**config.mk**
```make
export PLATFORM = sky130hd
export DESIGN_NAME = car_pass_tx
export DESIGN_NICKNAME = d
export VERILOG_FILES = /design/src/rtl/car_pass_tx.sv
export SDC_FILE = /design/constraint.sdc
export NUM_CORES = 1
export LEC_CHECK = 0
export ABC_AREA = 0
export CORE_MARGIN = 5
export CORE_UTILIZATION = 25
export DETAILED_ROUTE_END_ITERATION = 12
export HOLD_SLACK_MARGIN = 0.08
export SYNTH_ARGS = -nofsm -noshare
export SYNTH_HDL_FRONTEND = slang
export SYNTH_SLANG_ARGS = --single-unit
```
**constraint.sdc**
```tcl
create_clock -name clk -period 1.65 [get_ports clk]
set_input_delay 0.2475 -clock clk [delete_from_list [all_inputs] [get_ports clk]]
set_output_delay 0.2475 -clock clk [all_outputs]
set_load 0.005 [all_outputs]
```
**src/rtl/car_pass_tx.sv**
```systemverilog
// car_pass_tx: driver-side keypad/transmitter for the parking entry gate.
// Collects a DIGITS-long 2-bit password from the keypad and plays it out
// digit by digit on pass_out/pass_valid. It then waits for the gate's
// green/red verdict, retries on failure and locks out after MAX_TRIES.
// Ports:
//   clk, reset         clock, synchronous active-high reset
//   car_present        entry sensor, car waiting at the gate
//   key_valid/key_code keypad digit strobe and value
//   gate_green/red     gate verdict inputs
//   pass_out/valid     digit presented to the gate (registered)
//   busy               high whenever not idle
//   access_ok          attempt accepted (registered)
//   locked_out         retry limit reached (registered)
// Option: CAR_PASS_TX_LOCK_TIMER_EN makes lockout last LOCK_CYCLES cycles.
// Without it, lockout holds until car_present falls.
module car_pass_tx #(
   parameter int unsigned DIGITS       = 2,
   parameter int unsigned HOLD         = 4,
   parameter int unsigned RESP_TIMEOUT = 16,
   parameter int unsigned MAX_TRIES    = 3,
   parameter int unsigned LOCK_CYCLES  = 64
) (
   input  logic       clk,
   input  logic       reset,
   input  logic       car_present,
   input  logic       key_valid,
   input  logic [1:0] key_code,
   input  logic       gate_green,
   input  logic       gate_red,
   output logic [1:0] pass_out,
   output logic       pass_valid,
   output logic       busy,
   output logic       access_ok,
   output logic       locked_out
);

   localparam int unsigned IW = (DIGITS > 1) ? $clog2(DIGITS) : 1;
   localparam int unsigned HW = (HOLD > 1) ? $clog2(HOLD) : 1;
   localparam int unsigned TW = (RESP_TIMEOUT > 1) ? $clog2(RESP_TIMEOUT) : 1;
   // one extra code so the failing attempt's count never wraps
   localparam int unsigned RW = $clog2(MAX_TRIES + 1);

   typedef enum logic [2:0] {
      S_IDLE,
      S_COLLECT,
      S_SEND,
      S_WAIT_RESP,
      S_GRANTED,
      S_LOCKED
   } state_t;

   state_t                 state_q, state_d;
   logic [DIGITS-1:0][1:0] dig_q, dig_d;
   logic [IW-1:0]          idx_q, idx_d;
   logic [HW-1:0]          hold_q, hold_d;
   logic [TW-1:0]          tmo_q, tmo_d;
   logic [RW-1:0]          tries_q, tries_d;
   logic [1:0]             pass_out_q, pass_out_d;
   logic                   pass_valid_q, pass_valid_d;
   logic                   access_ok_q, access_ok_d;
   logic                   locked_out_q, locked_out_d;
   logic                   abort, fail, lock_exit;

`ifdef CAR_PASS_TX_LOCK_TIMER_EN
   localparam int unsigned LW = (LOCK_CYCLES > 1) ? $clog2(LOCK_CYCLES) : 1;
   logic [LW-1:0]          lock_q, lock_d;
`endif

   always_comb begin
      state_d      = state_q;
      dig_d        = dig_q;
      idx_d        = idx_q;
      hold_d       = hold_q;
      tmo_d        = tmo_q;
      tries_d      = tries_q;
      pass_out_d   = pass_out_q;
      pass_valid_d = pass_valid_q;
      access_ok_d  = access_ok_q;
      locked_out_d = locked_out_q;
      abort        = 1'b0;
      fail         = 1'b0;
      lock_exit    = 1'b0;
`ifdef CAR_PASS_TX_LOCK_TIMER_EN
      lock_d       = lock_q;
`endif
      unique case (state_q)
         S_IDLE: begin
            if (car_present) begin
               state_d = S_COLLECT;
               idx_d   = '0;
               dig_d   = '0;
            end
         end
         S_COLLECT: begin
            if (!car_present) begin
               abort = 1'b1;
            end else if (key_valid) begin
               dig_d[idx_q] = key_code;
               if (idx_q == IW'(DIGITS - 1)) begin
                  state_d      = S_SEND;
                  idx_d        = '0;
                  hold_d       = '0;
                  pass_valid_d = 1'b1;
                  // dig_d already holds this key when DIGITS is 1
                  pass_out_d   = dig_d[0];
               end else begin
                  idx_d = idx_q + 1'b1;
               end
            end
         end
         S_SEND: begin
            if (!car_present) begin
               abort = 1'b1;
            end else if (hold_q == HW'(HOLD - 1)) begin
               hold_d = '0;
               if (idx_q == IW'(DIGITS - 1)) begin
                  state_d      = S_WAIT_RESP;
                  idx_d        = '0;
                  tmo_d        = '0;
                  pass_valid_d = 1'b0;
                  pass_out_d   = 2'd0;
               end else begin
                  idx_d      = idx_q + 1'b1;
                  pass_out_d = dig_q[idx_q + 1'b1];
               end
            end else begin
               hold_d = hold_q + 1'b1;
            end
         end
         S_WAIT_RESP: begin
            if (!car_present) begin
               abort = 1'b1;
            end else if (gate_green) begin
               state_d     = S_GRANTED;
               access_ok_d = 1'b1;
            end else if (gate_red || tmo_q == TW'(RESP_TIMEOUT - 1)) begin
               fail = 1'b1;
            end else begin
               tmo_d = tmo_q + 1'b1;
            end
         end
         S_GRANTED: begin
            if (!car_present) begin
               state_d     = S_IDLE;
               access_ok_d = 1'b0;
               tries_d     = '0;
            end
         end
         S_LOCKED: begin
`ifdef CAR_PASS_TX_LOCK_TIMER_EN
            if (lock_q == LW'(LOCK_CYCLES - 1)) begin
               lock_exit = 1'b1;
            end else begin
               lock_d = lock_q + 1'b1;
            end
`else
            lock_exit = !car_present;
`endif
         end
         default: state_d = S_IDLE;
      endcase

      if (fail) begin
         tries_d = tries_q + 1'b1;
         tmo_d   = '0;
         if (tries_d == RW'(MAX_TRIES)) begin
            state_d      = S_LOCKED;
            locked_out_d = 1'b1;
`ifdef CAR_PASS_TX_LOCK_TIMER_EN
            lock_d       = '0;
`endif
         end else begin
            state_d = S_COLLECT;
            idx_d   = '0;
            dig_d   = '0;
         end
      end

      if (lock_exit) begin
         state_d      = S_IDLE;
         locked_out_d = 1'b0;
         tries_d      = '0;
      end

      if (abort) begin
         state_d      = S_IDLE;
         pass_valid_d = 1'b0;
         pass_out_d   = 2'd0;
         idx_d        = '0;
         hold_d       = '0;
         tmo_d        = '0;
         tries_d      = '0;
      end
   end

   always_ff @(posedge clk) begin
      if (reset) begin
         state_q      <= S_IDLE;
         dig_q        <= '0;
         idx_q        <= '0;
         hold_q       <= '0;
         tmo_q        <= '0;
         tries_q      <= '0;
         pass_out_q   <= 2'd0;
         pass_valid_q <= 1'b0;
         access_ok_q  <= 1'b0;
         locked_out_q <= 1'b0;
`ifdef CAR_PASS_TX_LOCK_TIMER_EN
         lock_q       <= '0;
`endif
      end else begin
         state_q      <= state_d;
         dig_q        <= dig_d;
         idx_q        <= idx_d;
         hold_q       <= hold_d;
         tmo_q        <= tmo_d;
         tries_q      <= tries_d;
         pass_out_q   <= pass_out_d;
         pass_valid_q <= pass_valid_d;
         access_ok_q  <= access_ok_d;
         locked_out_q <= locked_out_d;
`ifdef CAR_PASS_TX_LOCK_TIMER_EN
         lock_q       <= lock_d;
`endif
      end
   end

   assign pass_out   = pass_out_q;
   assign pass_valid = pass_valid_q;
   assign access_ok  = access_ok_q;
   assign locked_out = locked_out_q;
   assign busy       = (state_q != S_IDLE);

endmodule

```
### Word-level counts from Yosys, hierarchy flattened

Index checks and enable logic that the tools add are counted.

* add/sub/neg operators: 4
* order comparisons: 3
* eq/ne operators: 31
* multiplexer cells: 74
* reductions and logical operators: 22

Operator list (number)
* 4-bit 2-to-1 mux: 11
* 3-bit 2-to-1 mux: 12
* 2-bit 2-to-1 mux: 17
* 3-bit inequality test, second input constant: 10
* 1-bit 2-to-1 mux: 24
* 2-bit inequality test, second input constant: 12
* 3-bit case mux with 6 select lines: 1
* 4-bit case mux with 2 select lines: 2
* 7-bit AND reduction: 2
* 11-bit AND reduction: 1
* 3-bit OR reduction: 3
* 2-bit case mux with 2 select lines: 2
* 2-bit nonzero test: 4
* 3-bit by 2-bit == test with 1-bit output, second input constant: 2
* 3-bit == test, second input constant: 2
* 6-bit AND reduction: 1
* 5-bit AND reduction: 1
* 2-bit by 1-bit adder with 2-bit output, second input constant: 2
* 4-bit by 1-bit adder with 4-bit output, second input constant: 1
* 4-bit bitwise mux: 1
* 2-bit == test, second input constant: 2
* 4-bit == test, second input constant: 1
* 1-bit by 2-bit less-than comparator with 1-bit output, second input constant: 2
* 1-bit case mux with 2 select lines: 2
* 14 further kinds: 16

* flip-flop bits (word level): 21
* input port bits: 8
* output and inout port bits: 6
* word-level logic and storage cells: 145

### Depth between registers and ports, before layout

* depth after elaboration: 10
* mapped depth: 7
* depth with buffers taken out: 6

### Least setup slack after synthesis

Ideal clock, no wire load.

* path type: reg-to-reg
* start point: reg tmo_q[0]
* end point: reg tmo_q[1]
* library setup time: 70 ps
* arrival time: 1573 ps
* data required time: 1580 ps
* path slack: 7 ps
* cell stages (with the launch flop): 7
* path buffers: 0
* clock period less this slack: 1643 ps
* cell sequence: dfxtp_1 > ha_1 > a31oi_2 > nor4b_4 > a41oi_2 > or2_1 > a21oi_1

* word-level cells in the longest chain between the ends: 7
* elaborated cells between the ends (all ways): 14
* classes of those cells: add/sub: 1; eq/ne: 2; mux: 8; reduce/logical: 3

RTL lines
* start, declared: line 56 `logic [TW-1:0] tmo_q, tmo_d;`
* start signal, assigned: line 216 `tmo_q <= tmo_d;`
* parallel branches: the longest is 7 deep, another holds 4-bit by 1-bit adder with 4-bit output

Parallel ways; which one is timed is not known. The select of a mux whose other input is x is not followed.
A chain may end at the register's enable or synchronous reset.

### Worst setup path after layout

* start point: reg tmo_q[1]
* end point: reg state_q[2]

* word-level cells in the longest chain between the ends: 8
* elaborated cells between the ends (all ways): 19
* classes of those cells: eq/ne: 12; mux: 5; reduce/logical: 2

RTL lines
* 4-bit == test (*): line 136 `end else if (gate_red || tmo_q == TW'(RESP_TIMEOUT - 1)) begin`
* 1-bit logical OR (*): line 136
* 1-bit 2-to-1 mux (*): line 136
* 1-bit 2-to-1 mux (*): line 133 `end else if (gate_green) begin`
* 1-bit 2-to-1 mux (*): line 131 `if (!car_present) begin`
* 1-bit 2-to-1 mux (*): line 86 `unique case (state_q)`
* 3-bit inequality test (no source line) or 2-bit inequality test (tied branches)
* 11-bit AND reduction (no source line)
* end signal, assigned: line 212 `state_q <= state_d;`
* end, declared: line 52 `state_t state_q, state_d;`

Mark *: on every way between the ends. The rest lies on a longest branch, timed or not.

==> results.sh <==
export IMPL_total_power_mw=1.06
export IMPL_stdcell_area_um2=1740
export IMPL_status="finished, final reports clean"
export IMPL_place_gp_congestion=0.747
export IMPL_hp_class="reg2reg"
export IMPL_grt_pass1_vias=1126
export IMPL_numPortBuffers=13
export IMPL_initial_utilization_pct=25.4
export IMPL_p_int_uw=779
export IMPL_syn_avg_cell_area_um2=8.59
export IMPL_ys_ff_latch=21
export IMPL_final_cell_mix="buf_4, dfxtp_1, nor2_1"
export IMPL_worstRegToRegCells=6
export IMPL_antenna_found_initial=0
export IMPL_areaGrowthSynthToFinish_pct=35.7
export IMPL_syn_instance_count=149
export IMPL_setup_slack_ps=32.2
export IMPL_holdWs_ps=465
export IMPL_num_rows=26
export IMPL_first_pass_iters=5
export IMPL_p_sw_share_pct=26.6
export IMPL_drive_above_1_share_pct=28.5
export IMPL_clkTransAtPathRegs_ps=80
export IMPL_wl_per_cell_um=11.7
export IMPL_cp_end_kind="flop"
export IMPL_antenna_left=0
export IMPL_wirelength_mm=3.00
export IMPL_routed_via_density=4.50
export IMPL_leakage_nw=0.644
export IMPL_cts_buffers=3
export IMPL_syn_num_nets=160
export IMPL_ys_warn_count=0
export IMPL_worstSkewPairLatency_ps=270
export IMPL_hold_violations=0
export IMPL_fin_nets=198
export IMPL_hold_path_depth=2
export IMPL_dpl_cell_area_um2=1640
export IMPL_io_pins=14
export IMPL_syn_area_um2=1280
export IMPL_cts_sinks=21
export IMPL_grt_max_degree=12
export IMPL_top_layer="met4"
export IMPL_cp_arrival_ps=1770
export IMPL_drt_drc_violations_left=0
export IMPL_rsz0062_at_grt="true"
export IMPL_synth_top_area_cell="dfxtp_1"
export IMPL_dieWidth_um=81.6
export IMPL_worst_slew_pin_slew_ps=345
export IMPL_p_seq_share_pct=49.6
export IMPL_slew_headroom_pct=76.8
export IMPL_grt_usage_pct=9.83
export IMPL_reg2reg_setup_slack_ps=30
export IMPL_ctsHtreeMaxLevel=1
export IMPL_grt_pass1_wl_mm=5.09
export IMPL_yosysSeqAreaShare_pct=32.8
export IMPL_max_freq_mhz=618
export IMPL_dieArea_um2=6650
export IMPL_die_h_um=81.6
export IMPL_start_kind="flop"
export IMPL_skew_ps=6.79
export IMPL_hpwl_mm=2.37
export IMPL_clockBufferDepth=2
export IMPL_switching_power_uw=283
export IMPL_synth_distinct_cells=47
export IMPL_root_buffer="clkbuf_8"
export IMPL_critPathKind="reg2reg"
export IMPL_layout_commonest_cell="buf_4"
export IMPL_maxCapViolCount=0
export IMPL_first_iter_violations=75
export IMPL_pre_cts_slack_ps=-270
export IMPL_combPwrFrac_pct=18.0
export IMPL_synth_area_leaders="dfxtp_1, a21oi_1, mux2i_1"
export IMPL_synth_top_cell_area_share_pct=32.8
export IMPL_core_area_um2=5040
export IMPL_ctsHoldBuffers=0
export IMPL_pwr_share_clk_pct=32.4
export IMPL_fin_crit_ps=1620
export IMPL_final_min_period_over_clock_period_pct=98.0
export IMPL_cts_tree="done"
export IMPL_wl_met2_mm=1.48
export IMPL_powerDensity_nw_per_um2=612
export IMPL_overflow=0
export IMPL_wl_met1_mm=1.42
export IMPL_wl_met3_um=65
export IMPL_drv_slew=0
export IMPL_antenna_cells=0
export IMPL_path_max_fanout=7
export IMPL_finalSetupViolCount=0
export IMPL_cp_required_ps=1800
export IMPL_vias=1153
export IMPL_vdd_drop_max_uv=265
==> cell usage after synthesis (all sizes together) <==
cell type,number
a22oi,4
nor3b,3
o21ai,8
nand2,15
nand3b,1
buf,7
nand4b,1
a31oi,2
o22ai,3
o21ba,1
a21boi,1
or2,3
a21o,1
a32oi,1
nor2b,2
clkbuf,1
ha,3
or3,1
or4,1
a21oi,13
nor2,17
and2,1
a41oi,1
mux2i,6
o31ai,1
inv,4
a211o,2
nand2b,5
nor4,3
dfxtp,21
and3,1
nor4b,1
nand3,8
nor3,6
==> layer usage <==
metal | vias up | track usage [%]
met5 | - | 0
met4 | 0 | 4.05
met3 | 5 | 1.75
met2 | 10 | 16.2
met1 | 529 | 12.5
li1 | 609 | -
==> worst max-delay path: stages, from the launching register on <==
cell and delay, ps:
dfxtp_2 360, ha_4 150, a31oi_4 90, or4_4 590, nor2_4 140, o21ba_1 140, nor4_1 40
==> power groups by stage <==
stage | Sequential, mW | Combinational (mW) | Clock (mW)
2_1_floorplan | 0.528 | 0.125 | 0
3_3_place_gp | 0.538 | 0.192 | 0
3_5_place_dp | 0.538 | 0.192 | 0
4_1_cts | 0.526 | 0.190 | 0.362
5_1_grt | 0.529 | 0.210 | 0.376
6_report | 0.527 | 0.191 | 0.344
==> per-stage QoR <==
stage / TNS (ps) / util [%] / instances
after floorplan: 0 / - / 149
after global placement: -2810 / 32.5 / 250
after detailed placement: -3170 / 32.5 / 250
after CTS: 0 / 33.6 / 254
after global routing: -71.7 / 34.4 / 256
final: 0 / 34.4 / 256
==> logic make-up after synthesis <==
logic type / Yosys count / synth area share, %
and+or+nand+nor: 69 / 33.8
adders and majority gates: 3 / 2.93
muxes: 6 / 4.69
AOI/OAI and AO/OA: 38 / 20.3
DFF: 21 / 32.8
buffers and inverters: 12 / 5.38
==> layout make-up <==
class                   instances  area, um2
clock buffers                   4       45.0
fillers                       536       3310
inverters                       4       15.0
multi-input cells             116        820
flip-flops and latches         21        425
well taps                      70       87.6
repair buffers                 41        344
==> worst paths after layout <==
path | from | to
max | tmo_q[1]$_SDFFE_PP0P_ | state_q[2]$_SDFFE_PP0P_
max reg2reg | tmo_q[1]$_SDFFE_PP0P_ | state_q[2]$_SDFFE_PP0P_
min | hold_q[1]$_SDFFE_PP0P_ | hold_q[1]$_SDFFE_PP0P_
min reg2reg | hold_q[1]$_SDFFE_PP0P_ | hold_q[1]$_SDFFE_PP0P_
==> timing repair <==
item,in CTS,in global routing
buffers inserted,0,2
setup endpoints to repair,4,10
gates resized for setup,3,9
pin swaps,0,9
==> flip-flops by register name, indices dropped and copies added (netlist names) <==
| register | count |
|---|---|
| dig_q | 4 |
| tmo_q | 4 |
| state_q | 3 |
| hold_q | 2 |
| pass_out | 2 |
| tries_q | 2 |
| access_ok | 1 |
| idx_q | 1 |
| locked_out | 1 |
| pass_valid | 1 |
Note: power is estimated with default switching activity, not from simulation.
